===== src/rtl/processor_ctrl_pkg.sv =====
// Shared state encoding and parameter-range checks for the processor run controller.
package processor_ctrl_pkg;

  localparam logic [1:0] HOLD    = 2'd0;
  localparam logic [1:0] RUN     = 2'd1;
  localparam logic [1:0] DONE    = 2'd2;
  localparam logic [1:0] TIMEOUT = 2'd3;

  localparam int MIN_RESET_CYCLES = 1;
  localparam int MIN_MAX_CYCLES   = 1;
  localparam int MIN_NUM_FLAGS    = 1;
  localparam int MAX_CNT_W        = 63;

  function automatic bit params_ok(input int reset_cycles, input int max_cycles,
                                   input int num_flags, input int cnt_w);
    longint cnt_max;
    if (cnt_w < 1 || cnt_w > MAX_CNT_W) return 1'b0;
    cnt_max = (longint'(1) << cnt_w) - 1;
    return (reset_cycles >= MIN_RESET_CYCLES) && (max_cycles >= MIN_MAX_CYCLES) &&
           (longint'(max_cycles) <= cnt_max) && (num_flags >= MIN_NUM_FLAGS);
  endfunction

endpackage


===== src/rtl/run_flag_counter.sv =====
// Saturating per-flag activity counter, advancing only on RUN edges (level or rising-edge mode).
// Count is registered (visible one cycle after the sampled edge); no backpressure.
module run_flag_counter #(
  parameter int CNT_W     = 16,
  parameter int EDGE_MODE = 0
) (
  input  logic             clk,
  input  logic             clear,
  input  logic             run,
  input  logic             flag,
  output logic [CNT_W-1:0] count
);

  logic prev_flag;
  logic hit;

  // prev_flag starts at 0 on every run, so a flag already high on entry counts as one edge.
  always_comb begin
    hit = (EDGE_MODE != 0) ? (flag && !prev_flag) : flag;
  end

  always_ff @(posedge clk) begin
    if (clear) begin
      count     <= '0;
      prev_flag <= 1'b0;
    end else if (run) begin
      prev_flag <= flag;
      if (hit && (count != '1)) begin
        count <= count + CNT_W'(1);
      end
    end
  end

endmodule


===== src/rtl/processor_run_controller.sv =====
// Core run controller: holds core reset, runs a bounded number of cycles, stops on halt/timeout.
// Moore outputs from registered state; no backpressure (restart honoured only in DONE/TIMEOUT).
module processor_run_controller
  import processor_ctrl_pkg::*;
#(
  parameter int RESET_CYCLES = 2,
  parameter int MAX_CYCLES   = 8,
  parameter int NUM_FLAGS    = 1,
  parameter int CNT_W        = 16,
  parameter int EDGE_MODE    = 0
) (
  input  logic                       clk,
  input  logic                       reset,
  input  logic                       restart,
  input  logic                       halt,
  input  logic [NUM_FLAGS-1:0]       flags,
  output logic                       core_reset,
  output logic                       running,
  output logic                       done,
  output logic                       timeout,
  output logic [CNT_W-1:0]           cycle_count,
  output logic [NUM_FLAGS*CNT_W-1:0] flag_count
);

  localparam int HOLD_W = (RESET_CYCLES > 1) ? $clog2(RESET_CYCLES) : 1;

  if (!params_ok(RESET_CYCLES, MAX_CYCLES, NUM_FLAGS, CNT_W)) begin : g_param_err
    $error("processor_run_controller: parameter out of range");
  end

  logic [1:0]        state;
  logic [HOLD_W-1:0] hold_cnt;
  logic              in_run;
  logic              clear_all;

  always_comb begin
    in_run    = (state == RUN);
    clear_all = reset || (((state == DONE) || (state == TIMEOUT)) && restart);
  end

  always_ff @(posedge clk) begin
    if (clear_all) begin
      state       <= HOLD;
      hold_cnt    <= '0;
      cycle_count <= '0;
    end else begin
      case (state)
        HOLD: begin
          if (hold_cnt == HOLD_W'(RESET_CYCLES - 1)) begin
            state <= RUN;
          end else begin
            hold_cnt <= hold_cnt + HOLD_W'(1);
          end
        end
        RUN: begin
          // The exiting edge is still a RUN cycle, so it is counted too; halt beats timeout.
          cycle_count <= cycle_count + CNT_W'(1);
          if (halt) begin
            state <= DONE;
          end else if (cycle_count == CNT_W'(MAX_CYCLES - 1)) begin
            state <= TIMEOUT;
          end
        end
        DONE, TIMEOUT: begin
        end
        default: begin
          state       <= HOLD;
          hold_cnt    <= '0;
          cycle_count <= '0;
        end
      endcase
    end
  end

  assign core_reset = (state == HOLD);
  assign running    = (state == RUN);
  assign done       = (state == DONE);
  assign timeout    = (state == TIMEOUT);

  for (genvar i = 0; i < NUM_FLAGS; i++) begin : g_flag
    run_flag_counter #(
      .CNT_W    (CNT_W),
      .EDGE_MODE(EDGE_MODE)
    ) u_flag_counter (
      .clk  (clk),
      .clear(clear_all),
      .run  (in_run),
      .flag (flags[i]),
      .count(flag_count[i*CNT_W +: CNT_W])
    );
  end

endmodule


===== config.mk =====
export PLATFORM = sky130hd
export DESIGN_NAME = processor_run_controller
export DESIGN_NICKNAME = d
export VERILOG_FILES = /design/src/rtl/processor_ctrl_pkg.sv /design/src/rtl/run_flag_counter.sv /design/src/rtl/processor_run_controller.sv
export SDC_FILE = /design/constraint.sdc
export NUM_CORES = 1
export LEC_CHECK = 0
export ABC_AREA = 1
export BUFFER_PORTS_ARGS = -buffer_cell sky130_fd_sc_hd__buf_2
export CAP_MARGIN = 10
export CORE_MARGIN = 2
export CORE_UTILIZATION = 45
export CTS_CLUSTER_SIZE = 30
export DETAILED_ROUTE_END_ITERATION = 10
export PLACE_DENSITY = 0.7
export SLEW_MARGIN = 5
export SYNTH_ARGS = -nofsm -noshare
export SYNTH_HDL_FRONTEND = slang
export SYNTH_SLANG_ARGS = --single-unit

===== constraint.sdc =====
create_clock -name clk -period 1.8 [get_ports clk]
set_input_delay 0.27 -clock clk [delete_from_list [all_inputs] [get_ports clk]]
set_output_delay 0.27 -clock clk [all_outputs]
set_load 0.005 [all_outputs]

After elaboration in Yosys (flattened, before gate mapping) --
Index checks and enable logic that the tools add are counted.
Storage, ports and cells: register bits 35, word-level logic and storage cells 27
Operators by class: add/subtract/negate cells 3, muxes and demuxes 5, equality and inequality tests 7, reductions and logical operators 8
Operators by type and width (count):
- $add A16 B1 Y16 const B | 2
- $eq A16 B3 Y1 const B | 1
- $ne A16 B16 Y1 const B | 1
- $mux W2 | 3
- $eq A2 B2 Y1 const B | 2
- $pmux W2 S2 | 1
- $ne A3 B2 Y1 const B | 1
- $reduce_and A3 Y1 | 1
- $eq A2 B1 Y1 const B | 1
- $logic_and A1 B1 Y1 | 2
- $logic_not A2 Y1 | 1
- $logic_or A1 B1 Y1 | 2
- $ne A2 B1 Y1 const B | 1
- $reduce_and A2 Y1 | 1
- $reduce_bool A2 Y1 | 1
- $add A1 B1 Y1 const B | 1
- $mux W1 | 1

Longest topological paths before layout --
Gate-level depths: netlist (run 1).
word-level depth 4, depth in mapped cells 11

Hierarchy --
Synthesis (run 1) repeated with hierarchy kept, for this count alone.
Second synthesis, totals: cell total of the unflattened synthesis 313, area total of the unflattened synthesis 1973.1 um^2
By module, submodules not included:
- processor_run_controller | seq. area each 380.4 um^2, instances 1, cells an instance 149, area an instance 989.7 um^2
- run_flag_counter | seq. area each 320.3 um^2, instances 1, cells an instance 164, area an instance 983.4 um^2

Worst setup path before layout (run 1) --
Ideal clock, no wire load.
kind register -> register, start register g_flag[0].u_flag_counter.count[0], end register g_flag[0].u_flag_counter.count[11], data arrival time 1.375 ns, data required time 1.685 ns, stages on the path, launching flop included 10, setup time 0.115 ns, path slack 0.310 ns, cell sequence dfxtp_1 ha_1 nand2_1 nor2_2 nand2_2 nor2_4 nor2_1 buf_6 a21oi_1 nor2_1
Between the ends: longest elaborated chain between the ends 3
RTL lines:
- start, declared | line run_flag_counter.sv:11 | output logic [CNT_W-1:0] count
- start signal, assigned | line run_flag_counter.sv:29 | count <= count + CNT_W'(1);
- branches (longest 3 deep; another with $add A16 B1 Y16)
Several ways; the timed one is not identified. A chain may end at the register's enable or synchronous reset.

Final worst setup path (run 1) --
start register g_flag[0].u_flag_counter.count[0], end register g_flag[0].u_flag_counter.count[3]
Same word-level chain as after synthesis.

==> flow_summary.html, run 1 <==
<table>
<tr><th>Metric</th><th>Value</th></tr>
<tr><th colspan="2">STA</th></tr>
<tr><td>Time the worst path needs with I/O delays and setup</td><td>around 1.6 ns</td></tr>
<tr><td>RSZ-0062 raised after global routing</td><td>false</td></tr>
<tr><td>Slew at the pin closest to its max-slew limit</td><td>0.333 ns</td></tr>
<tr><td># setup viols final</td><td>0</td></tr>
<tr><td>Worst clock skew on the final layout</td><td>between 0.008 and 0.009 ns</td></tr>
<tr><td>Max Clk Rate</td><td>between 600 and 700 MHz</td></tr>
<tr><td>Total count of max-transition violations in the final report</td><td>0</td></tr>
<tr><td>Final period util</td><td>between 80 and 90%</td></tr>
<tr><td>Worst max-slew margin expressed relative to the limit</td><td>a little under 80%</td></tr>
<tr><td>Hold_ws</td><td>0.266 ns</td></tr>
<tr><td>Total negative setup slack</td><td>0 ns</td></tr>
<tr><td>PnR worst setup slack</td><td>between 0.15 and 0.2 ns</td></tr>
<tr><td>Hold Fails Final Rpt</td><td>0</td></tr>
<tr><th colspan="2">Power</th></tr>
<tr><td>Net switching fraction of the power</td><td>a little over a quarter</td></tr>
<tr><td>Switching power of the nets</td><td>between 400 and 500 µW</td></tr>
<tr><td>Leakage power total</td><td>about 1.0 nW</td></tr>
<tr><td>Overall Power</td><td>~1.7 mW</td></tr>
<tr><td>Combinational power share</td><td>12.7%</td></tr>
<tr><td>Portion of total power attributed to sequential cells</td><td>about half</td></tr>
<tr><td>Peak VDD IR</td><td>0.296 mV</td></tr>
<tr><td>Internal portion of total power</td><td>roughly 1.2 mW</td></tr>
<tr><td>PD cells</td><td>approximately 730 mW/mm²</td></tr>
<tr><td>Clock Power Share</td><td>~38%</td></tr>
<tr><th colspan="2">Synthesis</th></tr>
<tr><td>Main flop type after synthesis</td><td>dfxtp_1</td></tr>
<tr><td>Post-synth ARST share</td><td>0%</td></tr>
<tr><td>Flip-flop and latch count after synthesis</td><td>35</td></tr>
<tr><td>Leading area contributor after synthesis</td><td>dfxtp_1</td></tr>
<tr><td>Net Count, Synth</td><td>slightly above 300</td></tr>
<tr><td>Instance count of the mapped netlist</td><td>roughly 300</td></tr>
<tr><td>Unique cell type count in the Yosys netlist</td><td>26</td></tr>
<tr><td>Mean area per synthesized cell</td><td>about 6.5 µm²</td></tr>
<tr><td>Top cell type's share of synthesized area</td><td>approximately 36%</td></tr>
<tr><td>Register area share after synthesis</td><td>a little over a third</td></tr>
<tr><td>Ranking of synthesized cells by area</td><td>dfxtp_1, nand2_1, nor2_1</td></tr>
<tr><td>Total of warnings raised by yosys</td><td>0</td></tr>
<tr><td>Area of the mapped netlist</td><td>0.00194 mm²</td></tr>
<tr><td>Post-synth EDFFs</td><td>0</td></tr>
<tr><th colspan="2">Final layout</th></tr>
<tr><td>Area grow syn2layout</td><td>19.2%</td></tr>
<tr><td>Antenna fix cells</td><td>0</td></tr>
<tr><td>Most common library cell in the layout ignoring fill and taps</td><td>nand2_1</td></tr>
<tr><td>Top library cells by usage in the layout, fill and taps aside</td><td>nand2_1, nor2_1, buf_2, inv_1, dfxtp_1</td></tr>
<tr><td>Final std cell area, no fill</td><td>approximately 0.0023 mm²</td></tr>
<tr><td>Layout Nets</td><td>approximately 350</td></tr>
<tr><td>Number of standard cells in the layout, taps in and fillers out</td><td>just under 400</td></tr>
<tr><td>Final core utilization</td><td>a little under three fifths</td></tr>
<tr><td>Fraction of layout cells with a size suffix above 1</td><td>between 10% and 20%</td></tr>
<tr><th colspan="2">Detailed routing</th></tr>
<tr><td>Wire length after detailed routing</td><td>between 4000 and 5000 µm</td></tr>
<tr><td>First DRT Iteration DRCs</td><td>130</td></tr>
<tr><td>DR WL/cell</td><td>about 11 µm</td></tr>
<tr><td>Vias per cell</td><td>4.93</td></tr>
<tr><td>Post-route ant nets</td><td>0</td></tr>
<tr><td>Initial DRT Pass Iterations</td><td>4</td></tr>
<tr><td>Vias</td><td>slightly below 2,000</td></tr>
<tr><td>Final routed DRC violation total</td><td>0</td></tr>
<tr><th colspan="2">CTS</th></tr>
<tr><td>Buffer levels on the longest clock path</td><td>2</td></tr>
<tr><td>TritonCTS clock tree</td><td>done</td></tr>
<tr><td>Postcts setup bufs</td><td>0</td></tr>
<tr><td>Clk Latency, worst-skew pair</td><td>a little under 0.3 ns</td></tr>
<tr><td>Number of buffers inserted for hold repair after clock tree synthesis</td><td>0</td></tr>
<tr><td>Number of sinks on the clock net</td><td>35</td></tr>
<tr><td>CTS H-tree depth</td><td>2</td></tr>
<tr><td>Clock buffer count from CTS</td><td>5</td></tr>
<tr><td>Cell at the root of the clock tree</td><td>clkbuf_8</td></tr>
<tr><td>Clock-pin slew on the worst setup and hold paths</td><td>0.08 ns</td></tr>
<tr><th colspan="2">Critical path</th></tr>
<tr><td>Buf+Inv Stages, Crit Path</td><td>1</td></tr>
<tr><td>Critical Path End Type</td><td>flop</td></tr>
<tr><td>Crit path DAT</td><td>around 1.8 ns</td></tr>
<tr><td>Cell seen most often among critical-path stages</td><td>nand2_1</td></tr>
<tr><td>CP cell instances</td><td>ha_2 -&gt; nand2_1 -&gt; nor2_2 -&gt; nand2_2 -&gt; nor2_4 -&gt; nor2_1 -&gt; buf_4 -&gt; nand2_1 -&gt; nand2_1 -&gt; nand2_1 -&gt; nor2_1</td></tr>
<tr><td>Slowest library cell on the worst path</td><td>dfxtp_2</td></tr>
<tr><td>Maximum cell stage delay along the critical path</td><td>0.37 ns</td></tr>
<tr><td>Required time of the worst setup path</td><td>about 2 ns</td></tr>
<tr><td>Largest driver fanout on the critical path</td><td>11</td></tr>
<tr><td>Cell type group with the largest total delay on the critical path</td><td>simple AND/OR/NAND/NOR gates</td></tr>
<tr><td>Startpoint type of the worst setup path</td><td>flop</td></tr>
<tr><td>Start-to-end type of the worst setup path</td><td>reg -&gt; reg</td></tr>
<tr><th colspan="2">Global routing</th></tr>
<tr><td>GR Overflow Total</td><td>0</td></tr>
<tr><td>Maximum number of pins on one net before global-route repair</td><td>22</td></tr>
<tr><td>Initial antenna violation count</td><td>0</td></tr>
<tr><td>Number of global-route vias before repair</td><td>~1,800</td></tr>
<tr><td>Global-route wire length before repair</td><td>approximately 8000 µm</td></tr>
<tr><td>Global Route Usage Sum</td><td>around a fifth</td></tr>
<tr><th colspan="2">Floorplan</th></tr>
<tr><td>X dimension of the die</td><td>69.6 µm</td></tr>
<tr><td>Number of I/O pins</td><td>just over 40</td></tr>
<tr><td>Cell Rows</td><td>23</td></tr>
<tr><td>Starting Density</td><td>a little under half</td></tr>
<tr><td>Floorplan die height</td><td>around 70 µm</td></tr>
<tr><td>Die outline area</td><td>0.00484 mm²</td></tr>
<tr><td>Core Region</td><td>a little over 0.004 mm²</td></tr>
<tr><th colspan="2">Placed design</th></tr>
<tr><td>Placed insts</td><td>390</td></tr>
<tr><td>Post-placement worst setup slack</td><td>0.162 ns</td></tr>
<tr><td>Half-perimeter wire length after detailed placement</td><td>roughly 3400 µm</td></tr>
<tr><td>Instance area after placement</td><td>0.00220 mm²</td></tr>
<tr><td>Count of port buffers added during placement</td><td>40</td></tr>
<tr><td>Routability Congestion</td><td>0.867</td></tr>
<tr><th colspan="2">Outcome</th></tr>
<tr><td>Result of the run</td><td>finished clean</td></tr>
<tr><th colspan="2">Worst hold path</th></tr>
<tr><td>Hold Crit Class</td><td>in -&gt; reg</td></tr>
<tr><th colspan="2">Run</th></tr>
<tr><td>Maximum capacitance violations</td><td>0</td></tr>
</table>
## cell usage after synthesis (all sizes together), types with 2 or more instances
library cell  count
nor3             13
a21oi            21
nand3            18
nor2             55
nand4             6
dfxtp            35
inv              38
o21ai             7
buf               5
xor2              6
ha                2
nand2            88
## worst min-delay path, cell delays in order
cell and delay [ns]:
buf_2 0.10, nand2_1 0.06, nand2_1 0.05, a31oi_1 0.03
## registers in the layout (all words and copies together) (netlist names)
register and cells:
hold_cnt 1, g_flag.u_flag_counter.count 16, state 2, cycle_count 16
## worst paths after layout
| check | cells past startpoint | end | from | slack, ns |
|---|---|---|---|---|
| max | 11 | g_flag[0].u_flag_counter.count[3] | g_flag[0].u_flag_counter.count[0] | 0.20 |
| min | 4 | state[0] | halt | 0.27 |
| max reg2reg | 11 | g_flag[0].u_flag_counter.count[3] | g_flag[0].u_flag_counter.count[0] | 0.20 |
| min reg2reg | 2 | hold_cnt | hold_cnt | 0.49 |
## per-layer routing
layer  vias up  part of all wire (%)  track usage [%]
met5         -                     0                0
met2        49                    48             33.9
met3         7                   5.8             4.51
met1       868                    45             25.4
met4         0                   1.3             7.41
li1       1037                     -                -
## power by group through the flow
stage / sequential, mW / clock [mW] / combinational [mW]
2_1_floorplan: 0.849 / 0 / 0.149
3_3_place_gp: 0.850 / 0 / 0.216
3_5_place_dp: 0.851 / 0 / 0.219
4_1_cts: 0.834 / 0.651 / 0.219
5_1_grt: 0.839 / 0.685 / 0.245
6_report: 0.834 / 0.638 / 0.215
## cells by family (layout without fill, tap and decap cells)
| kind of cell | after synthesis | after routing | share of synthesized area, % |
|---|---|---|---|
| XOR/XNOR | 7 | 7 | 3.17 |
| AO/OA/AOI/OAI | 30 | 30 | 7.95 |
| buffers and inverters | 43 | 92 | 9.44 |
| AND/OR/NAND/NOR | 182 | 182 | 42.0 |
| adder cells (fa/ha/maj) | 2 | 2 | 1.29 |
| flip-flops | 35 | 35 | 36.2 |
## layout make-up
type                            count  area [µm²]
Timing Repair Buffer               46         245
Multi-Input combinational cell    221        1050
Clock buffer                        8         100
Tap cell                           50        62.6
Inverter                           38         143
Fill cell                         416        1750
Sequential cell                    35         702
## what timing repair did
item                                    4_1_cts  5_1_grt
endpoints found under the hold margin         0        0
endpoints found under the setup margin        0        4
resized for setup                             0        2
Power figures use the tool's default switching activity.
==> run 2, diff against run 1 <==
--- a/config.mk
+++ b/config.mk
@@ -8,7 +8,7 @@
 export ABC_AREA = 1
 export BUFFER_PORTS_ARGS = -buffer_cell sky130_fd_sc_hd__buf_2
 export CAP_MARGIN = 10
-export CORE_MARGIN = 2
+export CORE_MARGIN = 5
 export CORE_UTILIZATION = 45
 export CTS_CLUSTER_SIZE = 30
 export DETAILED_ROUTE_END_ITERATION = 10
==> flow_summary.html, run 2 (synthesis results as in run 1) <==
<table>
<tr><th>Metric</th><th>Value</th></tr>
<tr><th colspan="2">CTS</th></tr>
<tr><td>Clock-pin slew on the worst setup and hold paths</td><td>0.08 ns</td></tr>
<tr><td>Number of sinks on the clock net</td><td>35</td></tr>
<tr><td>CTS H-tree depth</td><td>2</td></tr>
<tr><td>Buffer levels on the longest clock path</td><td>2</td></tr>
<tr><td>Cell at the root of the clock tree</td><td>clkbuf_8</td></tr>
<tr><td>Postcts setup bufs</td><td>0</td></tr>
<tr><td>TritonCTS clock tree</td><td>done</td></tr>
<tr><td>Clock buffer count from CTS</td><td>5</td></tr>
<tr><td>Clk Latency, worst-skew pair</td><td>a little under 0.3 ns</td></tr>
<tr><th colspan="2">Global routing</th></tr>
<tr><td>Global-route wire length before repair</td><td>~8200 µm</td></tr>
<tr><td>Initial antenna violation count</td><td>0</td></tr>
<tr><td>Number of global-route vias before repair</td><td>roughly 1,800</td></tr>
<tr><td>Maximum number of pins on one net before global-route repair</td><td>15</td></tr>
<tr><td>GR Overflow Total</td><td>0</td></tr>
<tr><td>Global Route Usage Sum</td><td>a little under a fifth</td></tr>
<tr><th colspan="2">STA</th></tr>
<tr><td>Time the worst path needs with I/O delays and setup</td><td>between 1.5 and 2 ns</td></tr>
<tr><td># setup viols final</td><td>0</td></tr>
<tr><td>Slew at the pin closest to its max-slew limit</td><td>between 0.3 and 0.4 ns</td></tr>
<tr><td>Final period util</td><td>87.7%</td></tr>
<tr><td>PnR worst setup slack</td><td>about 0.22 ns</td></tr>
<tr><td>Total count of max-transition violations in the final report</td><td>0</td></tr>
<tr><td>Hold Fails Final Rpt</td><td>0</td></tr>
<tr><td>Hold_ws</td><td>approximately 0.24 ns</td></tr>
<tr><td>RSZ-0062 raised after global routing</td><td>false</td></tr>
<tr><td>Worst clock skew on the final layout</td><td>between 0.005 and 0.006 ns</td></tr>
<tr><td>Total negative setup slack</td><td>0 ns</td></tr>
<tr><td>Max Clk Rate</td><td>633 MHz</td></tr>
<tr><td>Worst max-slew margin expressed relative to the limit</td><td>about four fifths</td></tr>
<tr><th colspan="2">Detailed routing</th></tr>
<tr><td>Vias per cell</td><td>around 5.0</td></tr>
<tr><td>Post-route met1 wirelength</td><td>around 2200 µm</td></tr>
<tr><td>Detailed-routed wire length on met2</td><td>roughly 2200 µm</td></tr>
<tr><td>First DRT Iteration DRCs</td><td>between 100 and 150</td></tr>
<tr><td>Total met3 wirelength after detailed routing</td><td>between 200 and 250 µm</td></tr>
<tr><td>Highest routed metal layer</td><td>met4</td></tr>
<tr><td>Initial DRT Pass Iterations</td><td>4</td></tr>
<tr><td>DR WL/cell</td><td>between 10 and 15 µm</td></tr>
<tr><td>Vias</td><td>1,983</td></tr>
<tr><td>Wire length after detailed routing</td><td>about 4600 µm</td></tr>
<tr><td>Post-route ant nets</td><td>0</td></tr>
<tr><td>Final routed DRC violation total</td><td>0</td></tr>
<tr><th colspan="2">Worst hold path</th></tr>
<tr><td>Hold Crit Class</td><td>in -&gt; reg</td></tr>
<tr><td>Launch point of the worst hold path</td><td>halt</td></tr>
<tr><th colspan="2">Final layout</th></tr>
<tr><td>Most common library cell in the layout ignoring fill and taps</td><td>nand2_1</td></tr>
<tr><td>Final std cell area, no fill</td><td>roughly 0.0023 mm²</td></tr>
<tr><td>Layout Nets</td><td>354</td></tr>
<tr><td>Antenna fix cells</td><td>0</td></tr>
<tr><td>Top library cells by usage in the layout, fill and taps aside</td><td>nand2_1, nor2_1, buf_2, inv_1, dfxtp_1</td></tr>
<tr><td>Fraction of layout cells with a size suffix above 1</td><td>between 10% and 20%</td></tr>
<tr><td>Largest registers ranked by flip-flop count</td><td>cycle_count: 16 flops, g_flag.u_flag_counter.count: 16 flops, state: 2 flops</td></tr>
<tr><td>Area grow syn2layout</td><td>19.0%</td></tr>
<tr><th colspan="2">Critical path</th></tr>
<tr><td>Largest driver fanout on the critical path</td><td>11</td></tr>
<tr><td>Launching element of the worst setup path</td><td>g_flag[0].u_flag_counter.count[0]</td></tr>
<tr><td>Worst r2r src</td><td>g_flag[0].u_flag_counter.count[0]</td></tr>
<tr><td>Flop-to-flop setup slack</td><td>~0.22 ns</td></tr>
<tr><td>Worst setup endpoint</td><td>g_flag[0].u_flag_counter.count[3]</td></tr>
<tr><td>Crit path DAT</td><td>roughly 1.8 ns</td></tr>
<tr><td>Start-to-end type of the worst setup path</td><td>reg -&gt; reg</td></tr>
<tr><td>Critical Path End Type</td><td>flop</td></tr>
<tr><td>Startpoint type of the worst setup path</td><td>flop</td></tr>
<tr><td>Required time of the worst setup path</td><td>~2.0 ns</td></tr>
<tr><td>Capture instance of the worst register-to-register path</td><td>g_flag[0].u_flag_counter.count[3]</td></tr>
<tr><td>Logic depth of the worst register-to-register path</td><td>11</td></tr>
<tr><th colspan="2">Outcome</th></tr>
<tr><td>Result of the run</td><td>finished clean</td></tr>
<tr><th colspan="2">Floorplan</th></tr>
<tr><td>X dimension of the die</td><td>roughly 76 µm</td></tr>
<tr><td>Number of I/O pins</td><td>between 40 and 50</td></tr>
<tr><td>Floorplan die height</td><td>approximately 76 µm</td></tr>
<tr><td>Core Region</td><td>0.00409 mm²</td></tr>
<tr><td>Starting Density</td><td>47.4%</td></tr>
<tr><td>Die outline area</td><td>0.00571 mm²</td></tr>
<tr><td>Cell Rows</td><td>23</td></tr>
<tr><th colspan="2">Placed design</th></tr>
<tr><td>Post-placement worst setup slack</td><td>a little under 0.2 ns</td></tr>
<tr><td>Half-perimeter wire length after detailed placement</td><td>about 3500 µm</td></tr>
<tr><td>Instance area after placement</td><td>0.00220 mm²</td></tr>
<tr><td>Routability Congestion</td><td>roughly 0.89</td></tr>
<tr><td>Count of port buffers added during placement</td><td>40</td></tr>
<tr><th colspan="2">Run</th></tr>
<tr><td>Maximum capacitance violations</td><td>0</td></tr>
<tr><th colspan="2">Power</th></tr>
<tr><td>PD cells</td><td>between 700 and 800 mW/mm²</td></tr>
<tr><td>Peak VDD IR</td><td>0.437 mV</td></tr>
<tr><td>Leakage power total</td><td>1.02 nW</td></tr>
</table>
run 2: cell types whose count changed in the layout (fill, tap and decap cells not counted):
cell        delta
clkinvlp_4     +1
ha_1           +1
clkbuf_1       -1
clkbuf_8       -1
ha_2           -1
clkinv_4       +1
run 2: repair_timing:
action / in CTS / in global routing
setup endpoints to repair: 0 / 1
resized for setup: 0 / 1
hold buffers: 0 / 0
run 2: how the worst min path moves through the flow:
stage / endpoint / slack, ns / depth (start not counted)
floorplan: state[0] / 0.43 / 3
global placement: hold_cnt / 0.47 / 2
detailed placement: hold_cnt / 0.48 / 2
CTS: state[0] / 0.24 / 4
global route: state[0] / 0.27 / 4
finish: state[0] / 0.24 / 4
run 2: area by class of cell:
cell class                 count  area (µm²)
tap                           50        62.6
sequential                    35         702
clock inverter                 2        16.3
inverter                      38         143
clock buffer                   6        82.6
multi-input combinational    221        1050
timing repair buffer          46         245
fill                         433        1780
run 2: per-layer routing:
metal / track usage, % / vias up
li1: - / 1041
met1: 24.0 / 882
met2: 31.2 / 53
met3: 3.56 / 7
met4: 5.83 / 0
met5: 0 / -
run 2: power breakdown:
| group | switching, mW | internal, mW | total (mW) |
|---|---|---|---|
| logic | 0.140 | 0.0790 | 0.219 |
| registers | 0.0340 | 0.799 | 0.833 |
| clock network | 0.305 | 0.312 | 0.617 |
run 2: through the flow:
step / total power, mW / utilization, % / instances
2_1_floorplan: 0.997 / - / 299
3_3_place_gp: 1.07 / 53.9 / 390
3_5_place_dp: 1.07 / 53.9 / 390
4_1_cts: 1.69 / 56.3 / 398
5_1_grt: 1.76 / 56.4 / 398
6_report: 1.67 / 56.4 / 398
run 2: critical path: stages, from the launching register on:
cell and delay [ns]:
dfxtp_2 0.36, ha_1 0.21, nand2_1 0.08, nor2_2 0.14, nand2_2 0.12, nor2_4 0.13, nor2_1 0.05, buf_4 0.16
nand2_1 0.09, nand2_1 0.06, nand2_1 0.05, nor2_1 0.03
